**config.mk**
```make
export PLATFORM = sky130hd
export DESIGN_NAME = alu_issue_unit
export DESIGN_NICKNAME = d
export VERILOG_FILES = /design/src/rtl/alu_pkg.sv /design/src/rtl/alu.sv /design/src/rtl/alu_rsp_fifo.sv /design/src/rtl/alu_issue_unit.sv
export SDC_FILE = /design/constraint.sdc
export NUM_CORES = 1
export LEC_CHECK = 0
export CORE_MARGIN = 5
export CORE_UTILIZATION = 25
export CTS_BUF_LIST = sky130_fd_sc_hd__clkbuf_8 sky130_fd_sc_hd__clkbuf_16
export DETAILED_ROUTE_END_ITERATION = 16
export SLEW_MARGIN = 30
export SYNTH_ARGS = -nofsm -noshare
export SYNTH_HDL_FRONTEND = slang
export SYNTH_HIERARCHICAL = 1
export SYNTH_SLANG_ARGS = --single-unit
```
**constraint.sdc**
```tcl
create_clock -name clk -period 7.3 [get_ports clk]
set_clock_uncertainty 0.2 [all_clocks]
set_input_delay 1.46 -clock clk [delete_from_list [all_inputs] [get_ports clk]]
set_output_delay 1.46 -clock clk [all_outputs]
set_load 0.02 [all_outputs]
```
**src/rtl/alu_pkg.sv**
```systemverilog
`default_nettype none
// ============================================================================
// Module   : alu_pkg
// Brief    : Shared op codes, issue FSM encoding and op legality check.
// Revision : 1.0
// ============================================================================
package alu_pkg;

  localparam int DEFAULT_WIDTH = 32;

  localparam logic [2:0] OP_AND = 3'b000;
  localparam logic [2:0] OP_OR  = 3'b001;
  localparam logic [2:0] OP_ADD = 3'b010;
  localparam logic [2:0] OP_NOR = 3'b100;
  localparam logic [2:0] OP_XOR = 3'b101;
  localparam logic [2:0] OP_SUB = 3'b110;

  typedef enum logic [0:0] {
    ST_IDLE  = 1'b0,
    ST_ISSUE = 1'b1
  } issue_state_t;

  function automatic logic op_is_legal(input logic [2:0] op);
    case (op)
      OP_AND, OP_OR, OP_ADD, OP_NOR, OP_XOR, OP_SUB: return 1'b1;
      default:                                       return 1'b0;
    endcase
  endfunction

endpackage
`default_nettype wire

```
**src/rtl/alu.sv**
```systemverilog
`default_nettype none
// ============================================================================
// Module   : alu
// Brief    : Combinational ALU: logic ops, add/sub with overflow, a<b compare.
// Revision : 1.0
// ============================================================================
module alu
  import alu_pkg::*;
#(
  parameter int WIDTH = DEFAULT_WIDTH
) (
  input  logic [WIDTH-1:0] a,
  input  logic [WIDTH-1:0] b,
  input  logic [2:0]       op,
  input  logic             unsig,
  output logic [WIDTH-1:0] aluout,
  output logic             overflow,
  output logic             compout
);

  logic [WIDTH:0] w_sum;
  logic [WIDTH:0] w_diff;
  logic           w_slt;

  // The extra top bit of w_sum is carry-out; of w_diff it is the unsigned borrow.
  assign w_sum  = {1'b0, a} + {1'b0, b};
  assign w_diff = {1'b0, a} - {1'b0, b};
  assign w_slt  = $signed(a) < $signed(b);

  always_comb begin
    aluout   = '0;
    overflow = 1'b0;
    compout  = unsig ? w_diff[WIDTH] : w_slt;
    case (op)
      OP_AND: aluout = a & b;
      OP_OR:  aluout = a | b;
      OP_NOR: aluout = ~(a | b);
      OP_XOR: aluout = a ^ b;
      OP_ADD: begin
        aluout   = w_sum[WIDTH-1:0];
        overflow = unsig ? w_sum[WIDTH]
                         : (a[WIDTH-1] == b[WIDTH-1]) && (w_sum[WIDTH-1] != a[WIDTH-1]);
      end
      OP_SUB: begin
        aluout   = w_diff[WIDTH-1:0];
        overflow = unsig ? w_diff[WIDTH]
                         : (a[WIDTH-1] != b[WIDTH-1]) && (w_diff[WIDTH-1] != a[WIDTH-1]);
      end
      default: begin
        aluout   = '0;
        overflow = 1'b0;
      end
    endcase
  end

endmodule
`default_nettype wire

```
**src/rtl/alu_rsp_fifo.sv**
```systemverilog
`default_nettype none
// ============================================================================
// Module   : alu_rsp_fifo
// Brief    : Synchronous in-order FIFO with occupancy count; push+pop same cycle.
// Revision : 1.0
// ============================================================================
module alu_rsp_fifo #(
  parameter int WIDTH = 35,
  parameter int DEPTH = 4
) (
  input  logic                         clk,
  input  logic                         rst,
  input  logic                         i_push,
  input  logic [WIDTH-1:0]             i_data,
  input  logic                         i_pop,
  output logic [WIDTH-1:0]             o_data,
  output logic [$clog2(DEPTH+1)-1:0]   o_count,
  output logic                         o_empty
);

  localparam int CNT_W = $clog2(DEPTH+1);
  localparam int PTR_W = $clog2(DEPTH);
  localparam logic [PTR_W-1:0] C_LAST = PTR_W'(DEPTH - 1);
  localparam logic [CNT_W-1:0] C_FULL = CNT_W'(DEPTH);

  logic [WIDTH-1:0] r_mem [DEPTH];
  logic [PTR_W-1:0] r_wr_ptr;
  logic [PTR_W-1:0] r_rd_ptr;
  logic [CNT_W-1:0] r_count;
  logic             w_full;
  logic             w_push;
  logic             w_pop;

  assign w_full  = (r_count == C_FULL);
  assign o_empty = (r_count == '0);
  assign w_push  = i_push & ~w_full;
  assign w_pop   = i_pop & ~o_empty;
  assign o_data  = r_mem[r_rd_ptr];
  assign o_count = r_count;

  // Storage carries no reset; validity is tracked entirely by r_count.
  always_ff @(posedge clk) begin
    if (w_push) begin
      r_mem[r_wr_ptr] <= i_data;
    end
  end

  always_ff @(posedge clk or posedge rst) begin
    if (rst) begin
      r_wr_ptr <= '0;
      r_rd_ptr <= '0;
      r_count  <= '0;
    end else begin
      if (w_push) begin
        r_wr_ptr <= (r_wr_ptr == C_LAST) ? '0 : r_wr_ptr + 1'b1;
      end
      if (w_pop) begin
        r_rd_ptr <= (r_rd_ptr == C_LAST) ? '0 : r_rd_ptr + 1'b1;
      end
      case ({w_push, w_pop})
        2'b10:   r_count <= r_count + 1'b1;
        2'b01:   r_count <= r_count - 1'b1;
        default: r_count <= r_count;
      endcase
    end
  end

  a_no_push_when_full: assert property (@(posedge clk) disable iff (rst) !(i_push && w_full));

endmodule
`default_nettype wire

```
**src/rtl/alu_issue_unit.sv**
```systemverilog
`default_nettype none
// ============================================================================
// Module   : alu_issue_unit
// Brief    : Valid/ready front end for the ALU with in-order response FIFO,
//            sticky overflow flag and enqueue counter.
// Revision : 1.0
// ============================================================================
module alu_issue_unit
  import alu_pkg::*;
#(
  parameter int WIDTH = DEFAULT_WIDTH,
  parameter int DEPTH = 4,
  parameter int CNT_W = 16
) (
  input  logic             clk,
  input  logic             rst,
  input  logic             req_valid,
  output logic             req_ready,
  input  logic [WIDTH-1:0] req_a,
  input  logic [WIDTH-1:0] req_b,
  input  logic [2:0]       req_op,
  input  logic             req_unsig,
  output logic             rsp_valid,
  input  logic             rsp_ready,
  output logic [WIDTH-1:0] rsp_result,
  output logic             rsp_overflow,
  output logic             rsp_compout,
  output logic             rsp_err,
  output logic             ovf_sticky,
  input  logic             ovf_clear,
  output logic [CNT_W-1:0] op_count
);

  localparam int FC_W    = $clog2(DEPTH+1);
  localparam int ENTRY_W = WIDTH + 3;
  localparam logic [FC_W:0] C_DEPTH = (FC_W+1)'(DEPTH);

  issue_state_t     r_state;
  issue_state_t     w_state_next;
  logic [WIDTH-1:0] r_a;
  logic [WIDTH-1:0] r_b;
  logic [2:0]       r_op;
  logic             r_unsig;

  logic             w_issue_valid;
  logic             w_accept;
  logic             w_pop;
  logic             w_legal;
  logic             w_fifo_empty;
  logic [FC_W-1:0]  w_fifo_count;
  logic [FC_W:0]    w_occupancy;
  logic [WIDTH-1:0] w_aluout;
  logic             w_alu_ovf;
  logic             w_alu_cmp;
  logic             w_push_ovf;
  logic [ENTRY_W-1:0] w_push_data;
  logic [ENTRY_W-1:0] w_head;

  // Issue entry counts against capacity so an accepted op always has a FIFO slot.
  assign w_issue_valid = (r_state == ST_ISSUE);
  assign w_occupancy   = {1'b0, w_fifo_count} + {{FC_W{1'b0}}, w_issue_valid};
  assign req_ready     = (w_occupancy < C_DEPTH);
  assign w_accept      = req_valid & req_ready;

  always_ff @(posedge clk or posedge rst) begin
    if (rst) begin
      r_state <= ST_IDLE;
    end else begin
      r_state <= w_state_next;
    end
  end

  always_comb begin
    w_state_next = r_state;
    case (r_state)
      ST_IDLE:  w_state_next = w_accept ? ST_ISSUE : ST_IDLE;
      ST_ISSUE: w_state_next = w_accept ? ST_ISSUE : ST_IDLE;
      default:  w_state_next = ST_IDLE;
    endcase
  end

  always_ff @(posedge clk or posedge rst) begin
    if (rst) begin
      r_a     <= '0;
      r_b     <= '0;
      r_op    <= '0;
      r_unsig <= 1'b0;
    end else if (w_accept) begin
      r_a     <= req_a;
      r_b     <= req_b;
      r_op    <= req_op;
      r_unsig <= req_unsig;
    end
  end

  alu #(
    .WIDTH (WIDTH)
  ) u_alu (
    .a        (r_a),
    .b        (r_b),
    .op       (r_op),
    .unsig    (r_unsig),
    .aluout   (w_aluout),
    .overflow (w_alu_ovf),
    .compout  (w_alu_cmp)
  );

  // Illegal ops still occupy a slot in order, flagged by err with all else zero.
  assign w_legal     = op_is_legal(r_op);
  assign w_push_ovf  = w_legal & w_alu_ovf;
  assign w_push_data = w_legal ? {1'b0, w_alu_cmp, w_alu_ovf, w_aluout}
                               : {1'b1, 1'b0, 1'b0, {WIDTH{1'b0}}};

  alu_rsp_fifo #(
    .WIDTH (ENTRY_W),
    .DEPTH (DEPTH)
  ) u_rsp_fifo (
    .clk     (clk),
    .rst     (rst),
    .i_push  (w_issue_valid),
    .i_data  (w_push_data),
    .i_pop   (w_pop),
    .o_data  (w_head),
    .o_count (w_fifo_count),
    .o_empty (w_fifo_empty)
  );

  assign rsp_valid = ~w_fifo_empty;
  assign w_pop     = rsp_valid & rsp_ready;
  assign {rsp_err, rsp_compout, rsp_overflow, rsp_result} = rsp_valid ? w_head : '0;

  always_ff @(posedge clk or posedge rst) begin
    if (rst) begin
      ovf_sticky <= 1'b0;
      op_count   <= '0;
    end else begin
      if (w_issue_valid && w_push_ovf) begin
        ovf_sticky <= 1'b1;
      end else if (ovf_clear) begin
        ovf_sticky <= 1'b0;
      end
      if (w_issue_valid) begin
        op_count <= op_count + 1'b1;
      end
    end
  end

endmodule
`default_nettype wire

```
==> Yosys cells after proc, flatten, opt, wreduce, memory -nomap -nowiden <==
Memory sizes are Yosys's and may differ from the RTL's.
Index checks and enable logic that the tools add are counted.
{ "classes": {"mux": 16, "magnitude_cmp": 2, "n_reduce_logical": 8, "bitwise": 11, "addsub": 8, "eq_ne": 14} }
{ "op_table": {"columns": ["operator", "n"], "rows": [
  ["$pmux 32 s6", 1],
  ["$mux 35", 2],
  ["$add 32x32->33", 1],
  ["$sub 32x32->33", 1],
  ["$and 32x32->32", 1],
  ["$lt 32x32->1", 1],
  ["$not 32->32", 1],
  ["$or 32x32->32", 1],
  ["$xor 32x32->32", 1],
  ["$add 16x1->16 const B", 1],
  ["$eq 3x3->1 const B", 4],
  ["$mux 1", 9],
  ["$eq 2x2->1 const B", 3],
  ["$logic_not 3->1", 2],
  ["$pmux 3 s2", 1],
  ["$reduce_or 6->1", 1],
  ["$and 1x1->1", 5],
  ["$add 2x1->2 const B", 2],
  ["$add 3x1->4", 1],
  ["$lt 4x3->1 const B", 1],
  ["$mux 2", 2],
  ["$reduce_bool 2->1", 2],
  ["$add 3x1->3 const B", 1],
  ["$eq 3x1->1 const B", 1],
  ["other kinds (8)", 13]
]} }
{ "totals": {"n_memories": 1, "mem_bits_rw": 140, "output_inout_bits": 54, "word_cells": 70, "register_bits": 93} }
{ "memory_table": {"columns": ["memory", "words", "word_bits", "rd", "rd_clocked_by_memory_dff", "write_ports", "line_no", "rtl"], "rows": [
  ["u_rsp_fifo.r_mem", 4, 35, 1, 0, 1, "alu_rsp_fifo.sv:26", "logic [WIDTH-1:0] r_mem [DEPTH];"]
]} }

==> Longest topological paths before layout <==
{ "logic_depth": {"ltp_word": 8, "depth_mapped": 15} }

==> Cells and area by module <==
The synthesis kept the hierarchy.
{ "modules_own_cells": {"columns": ["module", "seq_area_each_um2", "area_per_inst_um2", "cells_per_inst", "n_inst"], "rows": [
  ["alu", 0.0, 5784.3, 861, 1],
  ["alu_rsp_fifo", 4379.2, 5555.3, 224, 1],
  ["alu_issue_unit", 2152.1, 3822.4, 290, 1]
]} }

==> Worst setup path after synthesis <==
No wires, ideal clock.
{ "synth_timing": {"kind": "reg2reg", "from": "register r_b[0]", "to": "memory u_rsp_fifo.r_mem[0][30] (data pin)", "slack_ps": 3970, "synth_period_minus_slack_ps": 3330, "stages_incl_launch_ff": 14, "t_required_ps": 6837, "t_arrival_ps": 2866, "cell_sequence": "dfrtp_1 ha_1 inv_1 fa_1 nor2b_1 o2111ai_1 a211o_1 a21oi_1 a21oi_1 o21ba_2 o31ai_1 mux2i_1 a21o_1 and2_1"} }
{ "synth_between": {"elab_chain_len": 3} }
{ "synth_rtl": {"columns": ["element", "line_no", "rtl"], "rows": [
  ["start, declared", "alu_issue_unit.sv:41", "logic [WIDTH-1:0] r_b;"],
  ["start signal, assigned", "alu_issue_unit.sv:90", "r_b <= req_b;"],
  ["$sub 32x32->33 or $add 32x32->33 (tied branches)", "alu.sv:27, alu.sv:26", null],
  ["$pmux 32 s6 (*)", "alu.sv:34", "case (op)"],
  ["net w_aluout[30]", "alu_issue_unit.sv:52", "logic [WIDTH-1:0] w_aluout;"],
  ["$mux 35 (*)", "alu_issue_unit.sv:111", "assign w_push_data = w_legal ? {1'b0, w_alu_cmp, w_alu_ovf, w_aluout}"],
  ["net w_push_data[30]", "alu_issue_unit.sv:56", "logic [ENTRY_W-1:0] w_push_data;"],
  ["end, declared", "alu_rsp_fifo.sv:26", null]
]} }
Mark *: on every way through the listed nets, which the timed path passes. The rest lies on a longest branch.

==> Worst setup path after layout <==
{ "layout_timing": {"from": "register u_rsp_fifo.r_rd_ptr[0]", "to": "output rsp_result[16]"} }
{ "layout_between": {"elab_chain_len": 2} }
{ "layout_rtl": {"columns": ["element", "line_no", "rtl"], "rows": [
  ["start, declared", "alu_rsp_fifo.sv:28", "logic [PTR_W-1:0] r_rd_ptr;"],
  ["start signal, assigned", "alu_rsp_fifo.sv:58", "r_rd_ptr <= (r_rd_ptr == C_LAST) ? '0 : r_rd_ptr + 1'b1;"],
  ["$mem_v2 4x35", null, null],
  ["net w_head[16]", "alu_issue_unit.sv:57", "logic [ENTRY_W-1:0] w_head;"],
  ["$mux 35", "alu_issue_unit.sv:130", "assign {rsp_err, rsp_compout, rsp_overflow, rsp_result} = rsp_valid ? w_head : '0;"],
  ["end, declared", "alu_issue_unit.sv:25", "output logic [WIDTH-1:0] rsp_result,"]
]} }
The timed path passes the listed nets, and every way through them passes these cells.

==> flow_metrics.py <==
metrics = {
    "run_status": {
        "run_status": "finished clean",
    },
    "floorplanning": {
        "initial_core_util_pct": 25.2,
        "std_cell_rows": 90,
        "dieArea_um2": 65700,
        "die_w_um": 256,
        "core_um2": 60200,
        "ios": 127,
        "die_h_um": 256,
    },
    "timing": {
        "tightest_slew_ps": 919,
        "rsz0062_at_grt": "no",
        "setup_tns_ps": 0,
        "period_share_pct": 61.5,
        "timing.hold.ws_ps": 288,
        "hold_violations": 0,
        "period_needed_ps": 4490,
        "slew_violations": 0,
        "setup_viol": 0,
        "clock.fmax_ghz": 0.223,
        "relSlewSlack_pct": 38.7,
    },
    "placement": {
        "gp_congestion": 0.896,
        "hpwl_um": 29900,
        "portBuffers": 126,
    },
    "global_routing": {
        "grt_pass1_wl_um": 65000,
        "grt_start_max_net_pins": 73,
        "first_global_vias": 11000,
        "grt_util_all_layers_pct": 12.1,
        "antenna_found_initial": 2,
        "overflow": 0,
    },
    "clock_tree": {
        "clock-sinks": 233,
        "cts_root_buf": "clkbuf_16",
        "clkLatencyLatePin_ps": 540,
        "cts_resized": 0,
        "post_cts_buffers": 0,
        "clk_pin_slew_worst_paths_ps": 60,
        "cts_made_buffers": 25,
        "cts_tree": "done",
        "clock_path_buffers": 3,
        "htree_levels": 1,
        "hold_buffers": 0,
    },
    "critical_path": {
        "critPathMaxStageDelay_ps": 680,
        "arrival_ps": 2830,
        "endpoint_kind": "primary output",
        "ff2ff_setup_slack_ps": 3090,
        "cpMaxStageDelayCell": "mux4_1",
        "reg2reg_from": "r_a[19]$_DFFE_PP0P_",
        "timing.rr.end": "ovf_sticky$_DFFE_PP0P_",
        "cp.buffers_inverters": 2,
        "critPathRequiredTime_ps": 5640,
        "crit_type": "reg -> out",
        "reg2regPathDepth": 12,
        "crit_chain": "buf_4, mux4_1, nor2b_1, clkdlybuf4s50_1",
        "critPathMaxFanout": 38,
        "cp_top_family": "buffers and inverters",
        "startpoint_type": "flip-flop",
    },
    "min_path": {
        "worstHoldEndpoint": "op_count[15]$_DFFE_PP0P_",
        "hold_start": "op_count[15]$_DFFE_PP0P_",
        "hold_class": "reg -> reg",
        "holdPathStages": 1,
    },
    "yosys": {
        "syn_nets": 1567,
        "synth_edf_count": 140,
        "synth-main-ff-cell": "edfxtp_1",
        "syn-instance-count": 1375,
        "syn_area_um2": 15200,
        "synth-async-reset-ratio_pct": 39.9,
        "ys_seq_elements": 233,
        "avgSynthCellArea_um2": 11.0,
        "yosysWarnings": 6,
        "ys_seq_area_share_pct": 43.1,
        "synth_cell_types": 85,
    },
    "detailed_routing": {
        "vias": 10900,
        "route.detailed.drc": 0,
        "wl_met3_um": 1940,
        "vias_per_cell": 4.82,
        "top_layer_used": "met5",
        "wirelength_met1_um": 19700,
        "drt-initial-drc-count": 647,
        "wl_um": 41200,
        "avgRoutedWirePerCell_um": 18.2,
        "firstDrtPassIters": 5,
        "met2_length_um": 18700,
        "antenna_left": 0,
    },
    "layout": {
        "nFillCells": 6128,
        "fin_nets": 1657,
        "num_antenna_cells": 0,
        "drive_gt1_share_pct": 13.6,
        "area_delta_synth_final_pct": 18.2,
    },
    "flow_run": {
        "maxCapViolations": 0,
    },
}
-- synthesized netlist by cell type, types with 16 or more instances --
cell | number | area (um2)
o22ai_1 | 27 | 169
a211oi_1 | 37 | 278
o21ai_0 | 29 | 145
edfxtp_1 | 140 | 4200
a21oi_1 | 96 | 480
buf_2 | 20 | 100
clkbuf_1 | 40 | 150
nor2b_1 | 46 | 288
mux4_2 | 28 | 631
ha_1 | 116 | 1450
mux2_2 | 91 | 1020
xnor2_1 | 30 | 263
and2_1 | 42 | 263
nand2_1 | 38 | 143
nor2_1 | 98 | 368
nor3_1 | 27 | 135
nand3_1 | 16 | 80.1
inv_1 | 108 | 405
dfrtp_1 | 93 | 2330
-- area by class of cell --
class	instances	area (um2)	share of cell area [%]
Tap cell	782	978	5.46
Sequential cell	233	6540	36.5
Clock buffer	25	626	3.49
Inverter	113	425	2.37
Clock inverter	20	170	0.949
Multi-Input combinational cell	952	7820	43.6
Timing Repair Buffer	140	1370	7.64
-- through the flow --
stage | setup WS [ps] | cells | cell area [um2] | utilization (%)
finish | 2810 | 2265 | 17900 | 29.8
floorplan | 3420 | 1375 | 15200 | -
global route | 2640 | 2265 | 17900 | 29.8
CTS | 2710 | 2265 | 17900 | 29.7
detailed placement | 3180 | 2220 | 17100 | 28.4
global placement | 3290 | 2220 | 17100 | 28.4
-- worst register-to-register path: cells and delay by family, from the launching register on --
kind	cells	cell delay, ps
adders and majority gates	1	540
DFF	1	410
buffers and inverters	1	60
AOI/OAI and AO/OA	5	890
and+or+nand+nor	5	2020
-- registers in the layout, summed over array words and instances (netlist names) --
| register | flops |
|---|---|
| r_state | 1 |
| r_unsig | 1 |
| ovf_sticky | 1 |
| u_rsp_fifo/r_rd_ptr | 2 |
| r_b | 32 |
| u_rsp_fifo/r_wr_ptr | 2 |
| r_op | 3 |
| u_rsp_fifo/o_count | 3 |
| u_rsp_fifo/r_mem | 140 |
| r_a | 32 |
| op_count | 16 |
-- cells by family after synthesis --
| family | Yosys count | share of synthesized area [%] |
|---|---|---|
| fa+ha+maj | 119 | 9.97 |
| mux | 143 | 13.6 |
| compound gates | 318 | 14.3 |
| buf+inv | 190 | 5.44 |
| simple gates | 327 | 11.1 |
| xor+xnor | 45 | 2.60 |
| flops | 233 | 43.1 |
-- routing by layer --
layer | global-route usage, % | vias to the layer above
met4 | 2.68 | 2
met5 | 0 | -
met2 | 19.7 | 317
met1 | 17.5 | 5334
li1 | - | 5217
met3 | 1.45 | 57
-- worst max-delay path by stage --
| stage | from | to | slack [ps] | cells after the start |
|---|---|---|---|---|
| 2_1_floorplan | rst | op_count[0]$_DFFE_PP0P_ | 3420 | 1 |
| 3_3_place_gp | u_rsp_fifo/r_rd_ptr[0]$_DFFE_PP0P_ | rsp_result[28] | 3290 | 4 |
| 3_5_place_dp | r_a[18]$_DFFE_PP0P_ | ovf_sticky$_DFFE_PP0P_ | 3180 | 12 |
| 4_1_cts | u_rsp_fifo/r_rd_ptr[0]$_DFFE_PP0P_ | rsp_result[28] | 2710 | 4 |
| 5_1_grt | u_rsp_fifo/r_rd_ptr[0]$_DFFE_PP0P_ | rsp_result[24] | 2640 | 4 |
| 6_report | u_rsp_fifo/r_rd_ptr[0]$_DFFE_PP0P_ | rsp_result[16] | 2810 | 4 |
-- cell usage in the layout (no fill, tap or decap), types with 8 or more instances in the layout --
cell type          n
edfxtp_1         140
clkdlybuf4s50_1  126
ha_1             116
inv_1            113
nor2_1            98
a21oi_1           96
mux2_2            91
dfrtp_1           89
nor2b_1           46
and2_1            42
nand2_1           37
a211oi_1          37
xnor2_1           30
o21ai_0           29
mux4_2            28
o22ai_1           27
nor3_1            26
clkbuf_16         25
nand3_1           16
xor2_1            15
nor4_1            13
buf_4             13
nand2b_1          13
o21bai_1          13
o31ai_1           13
a21o_1            13
nand4_1           11
o21ai_1           10
mux2_4             9
a31oi_1            9
mux2i_1            8
Power is not shown: default switching activity piles up to over one toggle a cycle in this logic, so the estimate is an artifact.
